### src/rtl/loop_step_sched_if.sv
// Handshake bundle for the two-context loop-step scheduler: load/step
// requests in, grants and per-context loop variables out.
interface loop_step_sched_if;
    logic [1:0]  start;
    logic [14:0] init_j0;
    logic [14:0] init_j1;
    logic [1:0]  req;
    logic [1:0]  gnt;
    logic [14:0] i0;
    logic [14:0] j0;
    logic [14:0] i1;
    logic [14:0] j1;
    logic [1:0]  busy;
    logic [1:0]  done;

    modport master (
        output start, init_j0, init_j1, req,
        input  gnt, i0, j0, i1, j1, busy, done
    );

    modport slave (
        input  start, init_j0, init_j1, req,
        output gnt, i0, j0, i1, j1, busy, done
    );
endinterface

### src/rtl/loop_step_sched.sv
// Two independent loop contexts (i starts at 1, j at a loaded value) that
// share one step unit (i += 2, j -= 1). A context runs while j >= i and a
// round-robin arbiter picks which requesting context steps each cycle.
module loop_step_sched (
    input  logic          clk,
    input  logic          rst,
    loop_step_sched_if.slave bus
);
    localparam logic [1:0] ST_IDLE = 2'd0;
    localparam logic [1:0] ST_RUN  = 2'd1;
    localparam logic [1:0] ST_DONE = 2'd2;

    localparam logic [14:0] RST_I = 15'd1;
    localparam logic [14:0] RST_J = 15'd1000;

    logic [1:0] elig;
    logic [1:0] busy_vec;
    logic [1:0] done_vec;
    logic [1:0] gnt;
    logic       rr_reg;

    for (genvar gi = 0; gi < 2; gi++) begin : g_ctx
        logic [1:0]  state_reg;
        logic [14:0] i_reg;
        logic [14:0] j_reg;
        logic [14:0] init_val;
        logic        elig_w;

        assign init_val = (gi == 0) ? bus.init_j0 : bus.init_j1;

        // A load in the same cycle wins over a step, so it blocks eligibility.
        assign elig_w = (state_reg == ST_RUN) && bus.req[gi] && !bus.start[gi]
                        && (j_reg >= i_reg);

        // Per-context state machine and loop variables.
        always_ff @(posedge clk) begin
            if (rst) begin
                state_reg <= ST_IDLE;
                i_reg     <= RST_I;
                j_reg     <= RST_J;
            end else if (bus.start[gi]) begin
                state_reg <= ST_RUN;
                i_reg     <= 15'd1;
                j_reg     <= init_val;
            end else if (state_reg == ST_RUN) begin
                if (j_reg < i_reg) begin
                    state_reg <= ST_DONE;
                end else if (gnt[gi]) begin
                    i_reg <= i_reg + 15'd2;
                    j_reg <= j_reg - 15'd1;
                end
            end
        end
    end

    assign elig     = {g_ctx[1].elig_w, g_ctx[0].elig_w};
    assign busy_vec = {g_ctx[1].state_reg == ST_RUN,  g_ctx[0].state_reg == ST_RUN};
    assign done_vec = {g_ctx[1].state_reg == ST_DONE, g_ctx[0].state_reg == ST_DONE};

    // Round-robin choice between eligible contexts; reset suppresses any grant.
    always_comb begin
        gnt = elig;
        if (elig == 2'b11) begin
            gnt = rr_reg ? 2'b10 : 2'b01;
        end
        if (rst) begin
            gnt = 2'b00;
        end
    end

    // Priority pointer moves to the other context after each grant.
    always_ff @(posedge clk) begin
        if (rst) begin
            rr_reg <= 1'b0;
        end else if (gnt[0]) begin
            rr_reg <= 1'b1;
        end else if (gnt[1]) begin
            rr_reg <= 1'b0;
        end
    end

    assign bus.gnt  = gnt;
    assign bus.i0   = g_ctx[0].i_reg;
    assign bus.j0   = g_ctx[0].j_reg;
    assign bus.i1   = g_ctx[1].i_reg;
    assign bus.j1   = g_ctx[1].j_reg;
    assign bus.busy = busy_vec;
    assign bus.done = done_vec;
endmodule

### src/flat_wrapper.sv
// flat-port wrapper written by rule: the top's interface ports become plain ports
module loop_step_sched_flat 
  (clk, rst, bus_start, bus_init_j0, bus_init_j1, bus_req, bus_gnt, bus_i0, bus_j0, bus_i1, bus_j1, bus_busy, bus_done);
  loop_step_sched_if bus_i ();
  input  logic clk;
  input  logic rst;
  input wire logic [$bits(bus_i.start)-1:0] bus_start;
  input wire logic [$bits(bus_i.init_j0)-1:0] bus_init_j0;
  input wire logic [$bits(bus_i.init_j1)-1:0] bus_init_j1;
  input wire logic [$bits(bus_i.req)-1:0] bus_req;
  output wire logic [$bits(bus_i.gnt)-1:0] bus_gnt;
  output wire logic [$bits(bus_i.i0)-1:0] bus_i0;
  output wire logic [$bits(bus_i.j0)-1:0] bus_j0;
  output wire logic [$bits(bus_i.i1)-1:0] bus_i1;
  output wire logic [$bits(bus_i.j1)-1:0] bus_j1;
  output wire logic [$bits(bus_i.busy)-1:0] bus_busy;
  output wire logic [$bits(bus_i.done)-1:0] bus_done;
  assign bus_i.start = bus_start;
  assign bus_i.init_j0 = bus_init_j0;
  assign bus_i.init_j1 = bus_init_j1;
  assign bus_i.req = bus_req;
  assign bus_gnt = bus_i.gnt;
  assign bus_i0 = bus_i.i0;
  assign bus_j0 = bus_i.j0;
  assign bus_i1 = bus_i.i1;
  assign bus_j1 = bus_i.j1;
  assign bus_busy = bus_i.busy;
  assign bus_done = bus_i.done;
  loop_step_sched u_core (.clk(clk), .rst(rst), .bus(bus_i));
endmodule
### config.mk
export PLATFORM = sky130hd
export DESIGN_NAME = loop_step_sched_flat
export DESIGN_NICKNAME = d
export VERILOG_FILES = /design/src/rtl/loop_step_sched_if.sv /design/src/rtl/loop_step_sched.sv /design/src/flat_wrapper.sv
export SDC_FILE = /design/constraint.sdc
export NUM_CORES = 1
export LEC_CHECK = 0
export BUFFER_PORTS_ARGS = -buffer_cell sky130_fd_sc_hd__buf_4
export CORE_UTILIZATION = 38
export DETAILED_ROUTE_END_ITERATION = 6
export GPL_TIMING_DRIVEN = 0
export PLACE_DENSITY = 0.64
export SETUP_SLACK_MARGIN = 0.2
export SKIP_LAST_GASP = 1
export SLEW_MARGIN = 20
export SYNTH_ARGS = -nofsm -noshare
export SYNTH_HDL_FRONTEND = slang
export SYNTH_SLANG_ARGS = --single-unit
### constraint.sdc
create_clock -name clk -period 2.3 [get_ports clk]
set_input_delay 0.345 -clock clk [delete_from_list [all_inputs] [get_ports clk]]
set_output_delay 0.345 -clock clk [all_outputs]
set_load 0.03 [all_outputs]
==> summary.md <==
| Metric | Value |
|---|---|
| Type of the worst min-delay path | primary input to register |
| HPWL after DPL | ~12 mm |
| #FFs+latches synth | 63 |
| Maximum clock frequency | ~0.38 GHz |
| Die width | between 100 and 150 µm |
| Final worst slack | -0.345 ns |
| Syn_area_per_cell | approximately 7.8 µm² |
| Clk buf depth | 2 |
| Mapped Cells | 553 |
| Initial antenna violation count | 0 |
| Max Slew Vio Count | 0 |
| Pleak | ~0.0029 µW |
| Outcome | complete, but fails checks |
| Post-synth EDFFs | 0 |
| Max Cap Viol | 0 |
| Sequential-to-total area share from yosys stat | 29.2% |
| Synth area leaders | dfxtp_1, ha_1, nand2_1, a21oi_1, inv_1 |
| Grt total ovfl | 0 |
| Sink Count | 63 |
| Hold_ws | around 0.24 ns |
| Least-Margin Pin Slew | about 1.1 ns |
| Via Count | 5730 |
| Yosys top cell area share | between 20% and 30% |
| Core area | ~11000 µm² |
| # rows | 38 |
| Io pins | roughly 100 |
| Initial core utilization | between 30% and 40% |
| DRT iter0 DRCs | 519 |
| Fillers | approximately 750 |
| Area of the die | 11800 µm² |
| # hold bufs at CTS | 0 |
| Post-layout min period | about 2.6 ns |
| Worst setup EP type | register |
| Clock transition at path regs | 0.06 ns |
| H-tree Lvls | 3 |
| FFs w/ async S/R, synth | 0% |
| Leading area contributor after synthesis | dfxtp_1 |
| First-pass GRT wire length | ~28 mm |
| Critical Path RT | between 2 and 3 ns |
| Predominant post-synthesis flop cell | dfxtp_1 |
| Peak supply drop | roughly 0.35 mV |
| CP max stage cell | a2111oi_1 |
| Setup CP Type | register to register |
| RSZ-0062 raised after global routing | yes |
| Inserted Diodes | 0 |
| GRT Overall Usage | between 30 and 40% |
| CTS tree | built |
| Final #Nets | 817 |
| Routed Antenna Nets | 0 |
| Vias in the first global route | between 5000 and 6000 |
| DRC viols | 0 |
| Delay-heaviest family, CP | compound AO/OA/AOI/OAI gates |
| Clk_lat worst skew | roughly 0.35 ns |
| Setup violators final | between 50 and 60 |
| Clock skew | between 0.007 and 0.008 ns |
| Share of cells above drive strength 1 | between 50% and 60% |
| GPL Wtd Cong | 0.929 |
| Routed length per instance | ~23 µm |
| Total power | ~3600 µW |
| Period utilization | 115% |
| Netlist Area Pre-Place | roughly 4300 µm² |
| Via-per-instance ratio | between 6 and 7 |
| Synthesis-to-finish area growth | 81.3% |
| WP buf/inv | 3 |
| Slew headroom | 27.4% |
| Crit-path max cell delay | 0.53 ns |
| Total Wirelength | 20.1 mm |
| Failing checks | negative setup slack |
| I/O Buffers | 98 |
| Final hold viol count | 0 |
| Die H | 109 µm |
| CP startpoint kind | register |
| Post-synth cell types | 58 |
| Crit-path max FO | 4 |
| Yosys warning count | 0 |
| Drt first pass iters | 7 |
| Largest net degree at the start of global routing | 12 |
| Crit path DAT | ~2.9 ns |
| Power Density | between 400 and 500 nW/µm² |
| Dpl ws | -0.399 ns |
| CP Cell Sequence | inv_1 > ha_1 > nand2_1 > nor2_4 > o211ai_1 > buf_4 > buf_6 > a211o_4 > a2111oi_1 > a221o_1 |
| Root Driver | clkbuf_16 |
| CTS Buf Count | 9 |
-- final timing paths --
kind         depth (start not counted)  slack [ns]                      startpoint                            end
min reg2reg                          2        0.49   u_core.bus.i0[8]$_SDFFE_PP0P_  u_core.bus.i0[8]$_SDFFE_PP0P_
max reg2reg                         10       -0.34  u_core.bus.i0[11]$_SDFFE_PP0P_  u_core.bus.j1[1]$_SDFFE_PP0P_
max                                 10       -0.34  u_core.bus.i0[11]$_SDFFE_PP0P_  u_core.bus.j1[1]$_SDFFE_PP0P_
min                                  3        0.24                  bus_init_j0[7]  u_core.bus.j0[7]$_SDFFE_PP1P_
-- metal layers --
metal | GRT usage [%] | up-vias | part of all wire (%)
li1 | - | 2482 | -
met1 | 36.6 | 2762 | 38
met2 | 53.0 | 388 | 48
met3 | 5.08 | 98 | 9.1
met4 | 16.8 | 0 | 4.5
met5 | 0 | - | 0
-- worst min-delay path, delay by kind of cell --
family | cells | cell delay [ns]
AO/OA/AOI/OAI | 2 | 0.12
buffers and inverters | 1 | 0.08
-- metrics by stage --
stage	setup TNS, ns	util (%)	instance area (µm²)	instances
6_report	-8.59	71.3	7830	894
2_1_floorplan	0	-	4710	554
4_1_cts	-2.13	63.5	6980	863
3_5_place_dp	-11.84	51.2	5620	792
5_1_grt	-12.97	71.3	7830	894
3_3_place_gp	-10.57	51.2	5620	792
-- repair_timing --
item | CTS | global route
resized for setup | 134 | 102
setup endpoints to repair | 61 | 63
gates cloned | 2 | 3
pin swaps | 41 | 53
buffers inserted | 53 | 28
-- cells in the mapped netlist, types with 5 or more instances --
library cell   n
ha_1          32
a21oi_1       34
o41ai_1        9
nor2_1        39
inv_1         45
and3_1         8
o211ai_1      14
nor4_1        18
nor2b_1        8
nand4_1       17
nand2_1       57
mux2i_1       13
o311ai_0      15
clkbuf_1      28
dfxtp_1       63
o31ai_1        8
or3_4          5
o21a_1         6
nor3_1        15
a2111oi_0      5
or3_1          8
o21ai_0        9
nand3_1       27
and2_1         5
a311oi_1       8
-- where the power goes --
part           internal [µW]  leakage (µW)  switching, µW
logic                    394       0.00218            532
clock network            976      0.000157            536
registers               1110      0.000544           89.1
-- area by class of cell --
cell class / instances / area (µm²) / area share (%)
sequential: 63 / 1430 / 18.2
tap: 140 / 175 / 2.24
clock inverter: 4 / 70.1 / 0.894
buffer: 34 / 298 / 3.80
timing repair buffer: 184 / 1530 / 19.6
inverter: 46 / 203 / 2.59
clock buffer: 12 / 246 / 3.15
multi-input combinational: 411 / 3880 / 49.5
-- layout by cell type, fill, tap and decap left out, types with 8 or more instances in the layout --
master,n
buf_6,22
a21oi_2,8
inv_4,12
nor3_1,10
nor2_1,36
inv_2,10
nand2_1,56
dfxtp_4,39
clkbuf_16,13
inv_1,23
o311ai_4,12
o211ai_1,14
nand4_1,17
dfxtp_2,17
clkbuf_8,8
mux2i_1,13
clkbuf_1,16
a21oi_1,24
ha_1,13
nor4_4,9
nand3_1,24
ha_4,19
buf_4,157
-- logic make-up after synthesis --
kind of cell | share of synthesized area, %
other | 0.0868
DFF | 29.2
adders and majority gates | 9.26
buffers and inverters | 7.21
muxes | 3.53
AOI/OAI and AO/OA | 23.3
and+or+nand+nor | 27.4
No activity file was read; power rests on OpenSTA's default activity.
